$ cat config.mk
export PLATFORM = sky130hd
export DESIGN_NAME = elevator_call_scheduler
export DESIGN_NICKNAME = d
export VERILOG_FILES = /design/src/rtl/elevator_call_scheduler.sv
export SDC_FILE = /design/constraint.sdc
export NUM_CORES = 1
export LEC_CHECK = 0
export ABC_AREA = 0
export CORE_ASPECT_RATIO = 1.75
export CORE_MARGIN = 8
export CORE_UTILIZATION = 54
export DETAILED_ROUTE_END_ITERATION = 12
export MAX_ROUTING_LAYER = met4
export PLACE_DENSITY = 0.83
export SLEW_MARGIN = 30
export SYNTH_ARGS = -nofsm -noshare
export SYNTH_HDL_FRONTEND = slang
export SYNTH_SLANG_ARGS = --single-unit
$ cat constraint.sdc
create_clock -name clk -period 4.5 [get_ports clk]
set_clock_uncertainty 0.05 [all_clocks]
set_input_delay 0.9 -clock clk [delete_from_list [all_inputs] [get_ports clk]]
set_output_delay 0.9 -clock clk [all_outputs]
set_load 0.01 [all_outputs]
$ cat src/rtl/elevator_call_scheduler.sv
// elevator_call_scheduler: latches call buttons and paces the elevator FSM through travel and door dwell
module elevator_call_scheduler #(
  parameter int DOOR_CYCLES   = 8,
  parameter int TRAVEL_CYCLES = 16,
  parameter int SYNC_STAGES   = 2
) (
  input  logic       clk,
  input  logic       rst,
  input  logic [6:0] btn_raw,
  input  logic [2:0] floor_ind,
  input  logic       door_open,
  input  logic [6:0] clr_in,
  output logic [6:0] req_out,
  output logic [6:0] pend_lamp,
  output logic       moving,
  output logic [1:0] sched_state
);
  localparam int TW = $clog2(DOOR_CYCLES > TRAVEL_CYCLES ? DOOR_CYCLES : TRAVEL_CYCLES);
  typedef enum logic [1:0] {READY, TRAVEL, DWELL, CLOSE} state_t;
  state_t state, state_n;
  logic [TW-1:0] timer, timer_n;
  logic [SYNC_STAGES-1:0][6:0] sync_q;
  logic [6:0] sync_prev, btn_rise, pend, clr_cap, clr_cap_n, clr_mask;
  logic [2:0] floor_q;
  logic trav, pass, reopen;
  assign btn_rise    = sync_q[SYNC_STAGES-1] & ~sync_prev;
  assign trav        = floor_ind != floor_q;
  assign pass        = !trav && state != TRAVEL;
  assign reopen      = |(btn_rise & clr_cap);
  assign req_out     = pend & {7{pass}};
  assign pend_lamp   = pend;
  assign moving      = trav || state == TRAVEL;
  assign sched_state = state;
  // synchronise raw buttons, keep the last synced level for edge detect, track floor
  always_ff @(posedge clk or posedge rst)
    if (rst) begin
      sync_q    <= '0;
      sync_prev <= '0;
      floor_q   <= 3'b100;
    end else begin
      sync_q    <= {sync_q[SYNC_STAGES-2:0], btn_raw};
      sync_prev <= sync_q[SYNC_STAGES-1];
      floor_q   <= floor_ind;
    end
  // scheduler state, timer, captured clears and pending calls (commit-clear beats a new press)
  always_ff @(posedge clk or posedge rst)
    if (rst) begin
      state   <= READY;
      timer   <= '0;
      clr_cap <= '0;
      pend    <= '0;
    end else begin
      state   <= state_n;
      timer   <= timer_n;
      clr_cap <= clr_cap_n;
      pend    <= (pend | btn_rise) & ~clr_mask;
    end
  // next-state logic; a press on a captured call re-opens the door by reloading the dwell timer
  always_comb begin
    state_n   = state;
    timer_n   = timer;
    clr_cap_n = clr_cap;
    clr_mask  = '0;
    case (state)
      READY:
        if (trav) begin
          state_n = TRAVEL;
          timer_n = TW'(TRAVEL_CYCLES - 1);
        end else if (door_open) begin
          state_n   = DWELL;
          timer_n   = TW'(DOOR_CYCLES - 1);
          clr_cap_n = clr_in;
        end
      TRAVEL: begin
        state_n = timer == '0 ? READY : TRAVEL;
        timer_n = timer == '0 ? timer : timer - 1'b1;
      end
      DWELL: begin
        clr_cap_n = clr_cap | clr_in;
        if (reopen)
          timer_n = TW'(DOOR_CYCLES - 1);
        else if (timer == '0) begin
          state_n  = CLOSE;
          clr_mask = clr_cap | clr_in;
        end else
          timer_n = timer - 1'b1;
      end
      CLOSE:
        if (!door_open) begin
          state_n   = READY;
          clr_cap_n = '0;
        end else begin
          state_n   = DWELL;
          timer_n   = TW'(DOOR_CYCLES - 1);
          clr_cap_n = clr_in;
        end
      default: state_n = READY;
    endcase
  end
endmodule
==> out/qor.txt, run 1 <==
Status: completed
Drc violations: 0
CTS tree: yes
Hold WC Path Type: register to register
Hold Fails Final Rpt: 0
Flop-to-flop setup slack: 2.30 ns
CTS sink count: 44
Port bufs: 36
YS warnings: 0
Initial DRC Count: 43
Drt pass-1 iters: 4
Routed WL: 4400 µm
Required @ worst endpoint: 3.55 ns
Avg Vias per Cell: 5.69
Std cell rows: 28
Synth cell count leaders: 43 x dfrtp_1, 19 x nand2_1, 10 x nand3_1, 10 x nor2_1, 9 x nand3b_1
GPL Wtd Cong: 0.874
Min cycle time layout: 4.09 ns
Cell Chain, Critical Path: clkdlybuf4s50_1, xnor2_1, nand3_1, a21oi_1, and2_1, clkdlybuf4s50_1
Fmax: 0.245 GHz
Final period util: 90.9%
Latest clock arrival within the worst-skew pair: 0.29 ns
CP bufs+invs: 2
Vias in the first global route: 1606
GRT Util Overall: 18.2%
Kind of critical path: input pin to primary output
Mapped Area: 0.00186 mm²
Share of post-route cells with drive strength above 1: 4.27%
Die height: 93.7 µm
Layout area overhead: 26.7%
Post-CTS Hold Buffers: 0
Worst R2R Path Depth: 6
Synth Area per Inst: 11.0 µm²
Synth area leaders: dfrtp_1 58%, nand2_1 3.8%, nand3b_1 3.6%
Crit path DAT: 3.14 ns
Clock power frac: 23.6%
Starting Density: 56.0%
Worst Min Path Start: sync_q[5]
Crit. Startpoint: floor_ind[2]
Seq cells post-synth: 44
Post-synth cell types: 34
TritonCTS buffer count: 5
Drt wl/cell: 17.2 µm
Sequential area share after synthesis: 59.2%
R2r startpoint: timer[0]
Clk slew on worst S/H paths: 0.08 ns
Relative slew slack: 45.3%
Switch Pwr: 340 µW
Sequential share of power: 50.3%
GR Overflow Total: 0
Max-cap violations: 0
Async S/R FF share, synth: 100%
Die X: 60.4 µm
Clk root buf: clkbuf_8
CP peak stage delay: 0.54 ns
Die ar.: 0.00566 mm²
Non-filler instance count after layout: 256
Initial antenna violation count: 0
Main synth FF type: dfrtp_1
Peak VDD IR: 0.000298 V
Total core area: 0.00333 mm²
Dpl hpwl: 3320 µm
Worst r2r dst: pend_lamp[6]
Net Count, Synth: 191
First-pass GRT wire length: 7580 µm
Final Total Pwr: 1070 µW
Synth area leader: dfrtp_1
WHS: 0.299 ns
Crit-path most repeated cell: clkdlybuf4s50_1
Diodes inserted: 0
Post-placement cell count: 248
Setup Viol. Count Final: 0
LEAKAGE: 0.000951 µW
Most common cell in the netlist: dfrtp_1
Largest net degree at the start of global routing: 24
Critical Path Start Type: input pin
Cell family with most CP delay: buffers and inverters
Combinational power share: 26.2%
Net Sw Frac: 31.9%
Util after Layout: 70.9%
Slowest CP cell: clkdlybuf4s50_1
Antenna Nets Post-Route: 0
PwrDens: 452 mW/mm²
Post-synth EDFFs: 0
Syn Inst Count: 170
Critical Path Stages: 6
Fin. max-slew vios: 0
Num ports: 37
CP endpoint kind: primary output
Synth top area share: 57.8%
Worst-case clock buffer depth: 2
Post-CTS setup buffer count: 0
CP endpoint: req_out[4]
RSZ-0062 raised after global routing: false
Nets@finish: 231
Post-cts repair resize count: 0
Detailed-route via count: 1456
CP Max Fanout: 8
TNS Setup: 0 ns
Htree depth: 2
Pint: 727 µW
Worst-Margin Slew: 0.820 ns
-- metal layers --
metal	routed length (µm)	up-vias	track usage [%]	part of all wire, %
met3	145	13	3.70	3.3
met5	0	-	-	0
li1	-	683	-	-
met2	2500	37	31.6	57
met4	106	0	8.82	2.4
met1	1650	723	18.3	38
-- power by group through the flow --
stage	combinational [µW]	sequential, µW	clock (µW)
global placement	257	537	0
floorplan	203	516	0
CTS	280	534	258
detailed placement	277	542	0
global route	309	545	275
finish	279	536	251
-- how the worst min path moves through the flow --
stage	to	slack [ns]	cells after the start
after global routing	sync_q[8]	0.31	0
after CTS	sync_q[9]	0.30	0
final	sync_q[12]	0.30	0
after floorplan	sync_q[10]	0.28	0
after global placement	sync_q[8]	0.28	0
after detailed placement	sync_q[9]	0.28	0
-- layout by cell type, fill, tap and decap left out, drive strengths merged, types with 4 or more instances in the layout --
| cell type | count |
|---|---|
| dfrtp | 43 |
| clkdlybuf4s50 | 36 |
| nand2 | 19 |
| nand3 | 10 |
| nor2 | 10 |
| nand3b | 9 |
| o211ai | 8 |
| nor2b | 8 |
| and2 | 8 |
| clkbuf | 8 |
| o22a | 7 |
| inv | 6 |
| xnor2 | 5 |
| a21oi | 5 |
| nand4 | 4 |
| o21ai | 4 |
-- registers in the layout (all words and copies together), names as in the netlist --
name / cells
sync_prev: 7
sched_state: 2
clr_cap: 7
pend_lamp: 7
floor_q: 3
timer: 4
sync_q: 14
-- cell families after synthesis --
kind of cell / count (synthesis) / synth area share, %
and+or+nand+nor: 79 / 23.5
xor gates and xnor gates: 6 / 2.82
adders and majority gates: 1 / 0.671
buffers and inverters: 10 / 2.15
DFF: 44 / 59.2
AOI/OAI and AO/OA: 29 / 11.1
muxes: 1 / 0.537
-- cell type report --
class | instances | area (µm²)
well taps | 45 | 56.3
flip-flops and latches | 44 | 1100
fillers | 260 | 968
multi-input cells | 116 | 721
inverters | 6 | 22.5
repair buffers | 37 | 368
clock buffers | 8 | 90.1
-- through the flow --
step | instance area (µm²) | setup slack, ns
detailed placement | 2270 | 0.432
global placement | 2270 | 0.533
floorplan | 1860 | 1.80
CTS | 2360 | 0.377
finish | 2360 | 0.412
global route | 2360 | 0.214
Note: power is estimated with default switching activity, not from simulation.
==> run 2, diff against run 1 <==
--- a/config.mk
+++ b/config.mk
@@ -8,10 +8,13 @@
 export ABC_AREA = 0
 export CORE_ASPECT_RATIO = 1.75
 export CORE_MARGIN = 8
-export CORE_UTILIZATION = 54
+export CORE_UTILIZATION = 60
+export CTS_CLUSTER_SIZE = 8
 export DETAILED_ROUTE_END_ITERATION = 12
+export DONT_BUFFER_PORTS = 1
 export MAX_ROUTING_LAYER = met4
-export PLACE_DENSITY = 0.83
+export PLACE_DENSITY = 0.76
+export REMOVE_ABC_BUFFERS = 1
 export SLEW_MARGIN = 30
 export SYNTH_ARGS = -nofsm -noshare
 export SYNTH_HDL_FRONTEND = slang
==> out/qor.txt, run 2 (same netlist as run 1, synthesis figures left out) <==
Htree depth: 2 (unchanged)
Dpl hpwl: 2910 µm (-12%)
Post-CTS setup buffer count: 0 (unchanged)
WHS: 0.299 ns (+0.000255 ns)
Hold depth: 0 (unchanged)
Die X: 58.1 µm (-3.8%)
PwrDens: 517 mW/mm² (+15%)
Non-filler instance count after layout: 204 (-20%)
Initial DRC Count: 28 (-35%)
Required @ worst endpoint: 3.55 ns (about the same)
Min cycle time layout: 3.10 ns (-0.988 ns)
Commonest cells after routing, fill and taps aside: 43 x dfrtp_1, 19 x nand2_1, 10 x nand3_1, 10 x nor2_1, 9 x nand3b_1
Total core area: 0.00304 mm² (-8.6%)
CTS tree: yes
Largest net degree at the start of global routing: 45 (+88%)
Post-placement cell count: 196 (-21%)
Grt met1 use: 17.4% (-0.87 points)
Worst r2r dst: pend_lamp[3]
CP endpoint kind: primary output
Nets@finish: 195 (-16%)
TritonCTS buffer count: 5 (unchanged)
Antenna Nets Post-Route: 0 (unchanged)
Worst Hold End: sync_q[12]
Clk slew on worst S/H paths: 0.08 ns (about the same)
GRT Util Overall: 17.0% (-1.2 points)
Status: completed
Max FFs per register: 14 (unchanged)
Die height: 89.7 µm (-4.3%)
CP Max Fanout: 8 (unchanged)
Kind of critical path: input pin to primary output
GR Overflow Total: 0 (unchanged)
Reg with most FFs: sync_q
Fill count: 243 (-6.5%)
R2r startpoint: timer[0]
Sequential share of power: 52.3% (+2.0 points)
RSZ-0062 raised after global routing: false
Final period util: 68.9% (-22 points)
Peak VDD IR: 0.000324 V (+8.9%)
Initial antenna violation count: 0 (unchanged)
Setup Viol. Count Final: 0 (unchanged)
Worst Min Path Start: sync_q[5]
Worst-Margin Slew: 0.643 ns (-0.177 ns)
Avg Vias per Cell: 6.42 (+13%)
Combinational power share: 23.3% (-2.9 points)
CTS sink count: 44 (unchanged)
Diodes inserted: 0 (unchanged)
LEAKAGE: 0.000806 µW (-15%)
GPL Wtd Cong: 0.833 (-4.6%)
Met3 GRT Util: 4.56% (+0.86 points)
Hold Fails Final Rpt: 0 (unchanged)
Flop-to-flop setup slack: 2.29 ns (about the same)
First-pass GRT wire length: 6730 µm (-11%)
Post-CTS Hold Buffers: 0 (unchanged)
Starting Density: 61.3% (+5.3 points)
Routed WL: 3990 µm (-9.2%)
Clock power frac: 24.4% (+0.8 points)
Hold WC Path Type: register to register
Met2 GRT Util: 27.5% (-4.1 points)
Clk root buf: clkbuf_8
Drt wl/cell: 19.6 µm (+14%)
Relative slew slack: 57.1% (+12 points)
Drt pass-1 iters: 4 (unchanged)
Detailed-route via count: 1309 (-10%)
Crit path DAT: 2.15 ns (-0.99 ns)
Critical Path Start Type: input pin
Pint: 700 µW (-3.7%)
Post-cts repair resize count: 0 (unchanged)
Share of post-route cells with drive strength above 1: 5.14% (+0.88 points)
Layout area overhead: 6.25%
Switch Pwr: 324 µW (-4.5%)
Max-cap violations: 0 (unchanged)
Num ports: 37 (unchanged)
TNS Setup: 0 ns (unchanged)
Worst R2R Path Depth: 6 (unchanged)
Die ar.: 0.00521 mm² (-7.9%)
Most common cell after layout, fill and taps aside: dfrtp_1
Latest clock arrival within the worst-skew pair: 0.30 ns (about the same)
Drc violations: 0 (unchanged)
GRT busiest layer: met2
Std cell rows: 27 (-3.6%)
Worst-case clock buffer depth: 2 (unchanged)
Vias in the first global route: 1424 (-11%)
Fin. max-slew vios: 0 (unchanged)
Net Sw Frac: 31.7% (-0.18 points)
Fmax: 0.323 GHz (+32%)
Port bufs: 0 (-100%)
[run 2: cell types whose count changed in the layout (fill, tap and decap cells not counted), sizes merged]
cell	change
clkinv	+1
clkdlybuf4s50	-36
inv	-1
[run 2: critical path, stage by stage]
cell and delay, ns:
xnor2_1 0.30, nand3_1 0.15, a21oi_1 0.52, and2_1 0.28
[run 2: layout make-up]
type	instances	area [µm²]	share of cell area, %
Sequential cell	44	1100	55.7
Multi-Input combinational cell	116	721	36.4
Clock buffer	8	90.1	4.55
Tap cell	29	36.3	1.83
Inverter	6	22.5	1.14
Timing Repair Buffer	1	7.51	0.379
[run 2: how the worst max path moves through the flow]
stage | from | end | slack [ns] | cells after the start
after floorplan | floor_ind[2] | req_out[0] | 1.80 | 4
after global placement | floor_ind[2] | req_out[1] | 1.45 | 4
after detailed placement | floor_ind[0] | req_out[2] | 1.36 | 4
after CTS | floor_ind[2] | req_out[2] | 1.36 | 4
after global routing | floor_ind[2] | req_out[3] | 1.21 | 4
final | floor_ind[2] | req_out[5] | 1.40 | 4
[run 2: metal layers]
metal  vias up  wire length (µm)
met4         0               126
met3        11               165
met2        34              2240
met5         -                 0
li1        606                 -
met1       658              1460
[run 2: power by group through the flow]
stage | Combinational (µW) | Sequential [µW] | Clock (µW)
after floorplan | 193 | 523 | 0
after global placement | 219 | 538 | 0
after detailed placement | 237 | 542 | 0
after CTS | 239 | 535 | 256
after global routing | 265 | 550 | 271
final | 238 | 536 | 250
[run 2: metrics by stage]
| stage | power [µW] | utilization (%) | area, µm² | worst slack (ns) |
|---|---|---|---|---|
| 2_1_floorplan | 716 | - | 1850 | 1.80 |
| 3_3_place_gp | 757 | 62.1 | 1890 | 1.45 |
| 3_5_place_dp | 780 | 62.1 | 1890 | 1.36 |
| 4_1_cts | 1030 | 65.1 | 1980 | 1.36 |
| 5_1_grt | 1090 | 65.1 | 1980 | 1.21 |
| 6_report | 1020 | 65.1 | 1980 | 1.40 |
==> run 3, diff against run 2 <==
==> constraint.sdc (replaced) <==
create_clock -name clk -period 3.1 [get_ports clk]
set_clock_uncertainty 0.05 [all_clocks]
set_input_delay 0.62 -clock clk [delete_from_list [all_inputs] [get_ports clk]]
set_output_delay 0.62 -clock clk [all_outputs]
set_load 0.01 [all_outputs]
==> out/qor.txt, run 3 (same netlist as run 1, synthesis figures left out) <==
Status: completed
Commonest cells after routing, fill and taps aside: 43 x dfrtp_1, 19 x nand2_1, 10 x nand3_1, 10 x nor2_1, 9 x nand3b_1
Final design area excluding fillers: 0.00199 mm² (+0.38%)
Clk root buf: clkbuf_8
Worst r2r dst: pend_lamp[1]
Min cycle time layout: 2.37 ns
Required @ worst endpoint: 2.43 ns (-1.12 ns)
Net Sw Frac: 30.8% (-0.89 points)
Max FFs per register: 14 (unchanged)
Drt pass-1 iters: 4 (unchanged)
Final setup margin: 0.726 ns (-0.674 ns)
Drc violations: 0 (unchanged)
Htree depth: 2 (unchanged)
Initial antenna violation count: 0 (unchanged)
Nets@finish: 196 (+0.51%)
Worst R2R Path Depth: 6 (unchanged)
Drt wl/cell: 19.1 µm (-2.2%)
Hold WC Path Type: input pin to asynchronous set/reset pin
Critical Path Start Type: register
Dpl hpwl: 2970 µm (+2.1%)
Relative slew slack: 54.8% (-2.3 points)
Fin. max-slew vios: 0 (unchanged)
Peak VDD IR: 0.000484 V (+49%)
Post-CTS Hold Buffers: 0 (unchanged)
DP Worst Slack: 0.872 ns (-0.489 ns)
CTS tree: yes
Largest net degree at the start of global routing: 27 (-40%)
Final period util: 76.6%
First-pass GRT wire length: 6600 µm (-1.8%)
Starting Density: 61.3% (unchanged)
Sequential share of power: 52.9% (+0.6 points)
CP Max Fanout: 11 (+3)
Kind of critical path: register to primary output
Worst-Margin Slew: 0.674 ns (+0.0309 ns)
Flop-to-flop setup slack: 0.88 ns (-1.41 ns)
Die height: 89.7 µm (unchanged)
Combinational power share: 23.0% (-0.3 points)
Setup Viol. Count Final: 0 (unchanged)
Post-cts repair resize count: 0 (unchanged)
Clk slew on worst S/H paths: 0.08 ns (about the same)
GPL Wtd Cong: 0.852 (+2.2%)
Util after Layout: 65.3% (+0.25 points)
Total core area: 0.00304 mm² (unchanged)
Most common cell after layout, fill and taps aside: dfrtp_1
Detailed-route via count: 1318 (+0.69%)
TNS Setup: 0 ns (unchanged)
Dpl cell area: 0.00190 mm² (+0.40%)
TritonCTS buffer count: 5 (unchanged)
Antenna Nets Post-Route: 0 (unchanged)
Post-CTS setup buffer count: 0 (unchanged)
Routed WL: 3920 µm (-1.7%)
Num ports: 37 (unchanged)
R2r startpoint: timer[0]
Std cell rows: 27 (unchanged)
Share of post-route cells with drive strength above 1: 5.68% (+0.54 points)
LEAKAGE: 0.000811 µW (+0.68%)
GR Overflow Total: 0 (unchanged)
Diodes inserted: 0 (unchanged)
Switch Pwr: 452 µW (+39%)
PwrDens: 738 mW/mm² (+43%)
Die ar.: 0.00521 mm² (unchanged)
RSZ-0062 raised after global routing: false
Crit path DAT: 1.70 ns (-0.45 ns)
Max-cap violations: 0 (unchanged)
CP endpoint kind: primary output
CTS sink count: 44 (unchanged)
Avg Vias per Cell: 6.43 (+0.20%)
Initial DRC Count: 51 (+82%)
Hold Fails Final Rpt: 0 (unchanged)
Reg with most FFs: sync_q
Latest clock arrival within the worst-skew pair: 0.29 ns (about the same)
Layout area overhead: 6.65%
GRT Util Overall: 16.6% (-0.37 points)
Fmax: 0.421 GHz
Worst-case clock buffer depth: 2 (unchanged)
Clock power frac: 24.1% (-0.3 points)
Die X: 58.1 µm (unchanged)
Vias in the first global route: 1397 (-1.9%)
Port bufs: 0 (unchanged)
Pint: 1020 µW (+45%)
## run 3: cell types whose count changed in the layout (fill, tap and decap cells not counted)
| cell | change |
|---|---|
| buf_4 | +1 |
## run 3: cell type report
type,count,area (µm²)
Sequential cell,44,1100
Fill cell,243,1050
Multi-Input combinational cell,116,721
Clock buffer,8,90.1
Tap cell,29,36.3
Inverter,6,22.5
Timing Repair Buffer,2,15.0
## run 3: power groups by stage
stage,clock [µW],combinational (µW),sequential (µW)
floorplan,0,280,759
global placement,0,320,782
global route,386,378,796
detailed placement,0,337,788
CTS,364,340,777
finish,353,338,776
## run 3: critical path, stage by stage (launching register included)
cell and delay (ns):
dfrtp_1 0.62, inv_1 0.24, a21oi_1 0.18, buf_4 0.18
and2_1 0.19
## run 3: metrics by stage
step                      cells  hold slack (ns)  power [µW]
after detailed placement    197            0.287        1120
after global routing        205            0.209        1560
after CTS                   205            0.179        1480
after floorplan             166            0.281        1040
after global placement      197            0.285        1100
final                       205            0.173        1470
## run 3: how the worst max path moves through the flow
stage / slack, ns / cells after the start / start / end
floorplan: 0.96 / 4 / floor_ind[2] / req_out[0]
detailed placement: 0.87 / 5 / floor_ind[0] / req_out[3]
finish: 0.73 / 4 / sched_state[1] / req_out[5]
global route: 0.60 / 4 / sched_state[1] / req_out[3]
global placement: 0.93 / 5 / floor_ind[2] / req_out[1]
CTS: 0.70 / 4 / sched_state[1] / req_out[3]
## run 3: layer usage
| layer | share of wire, % | vias up | global-route usage [%] |
|---|---|---|---|
| li1 | - | 609 | - |
| met1 | 36 | 664 | 16.2 |
| met2 | 57 | 40 | 29.7 |
| met3 | 5.1 | 5 | 3.71 |
| met4 | 1.7 | 0 | 7.20 |
| met5 | 0 | - | - |
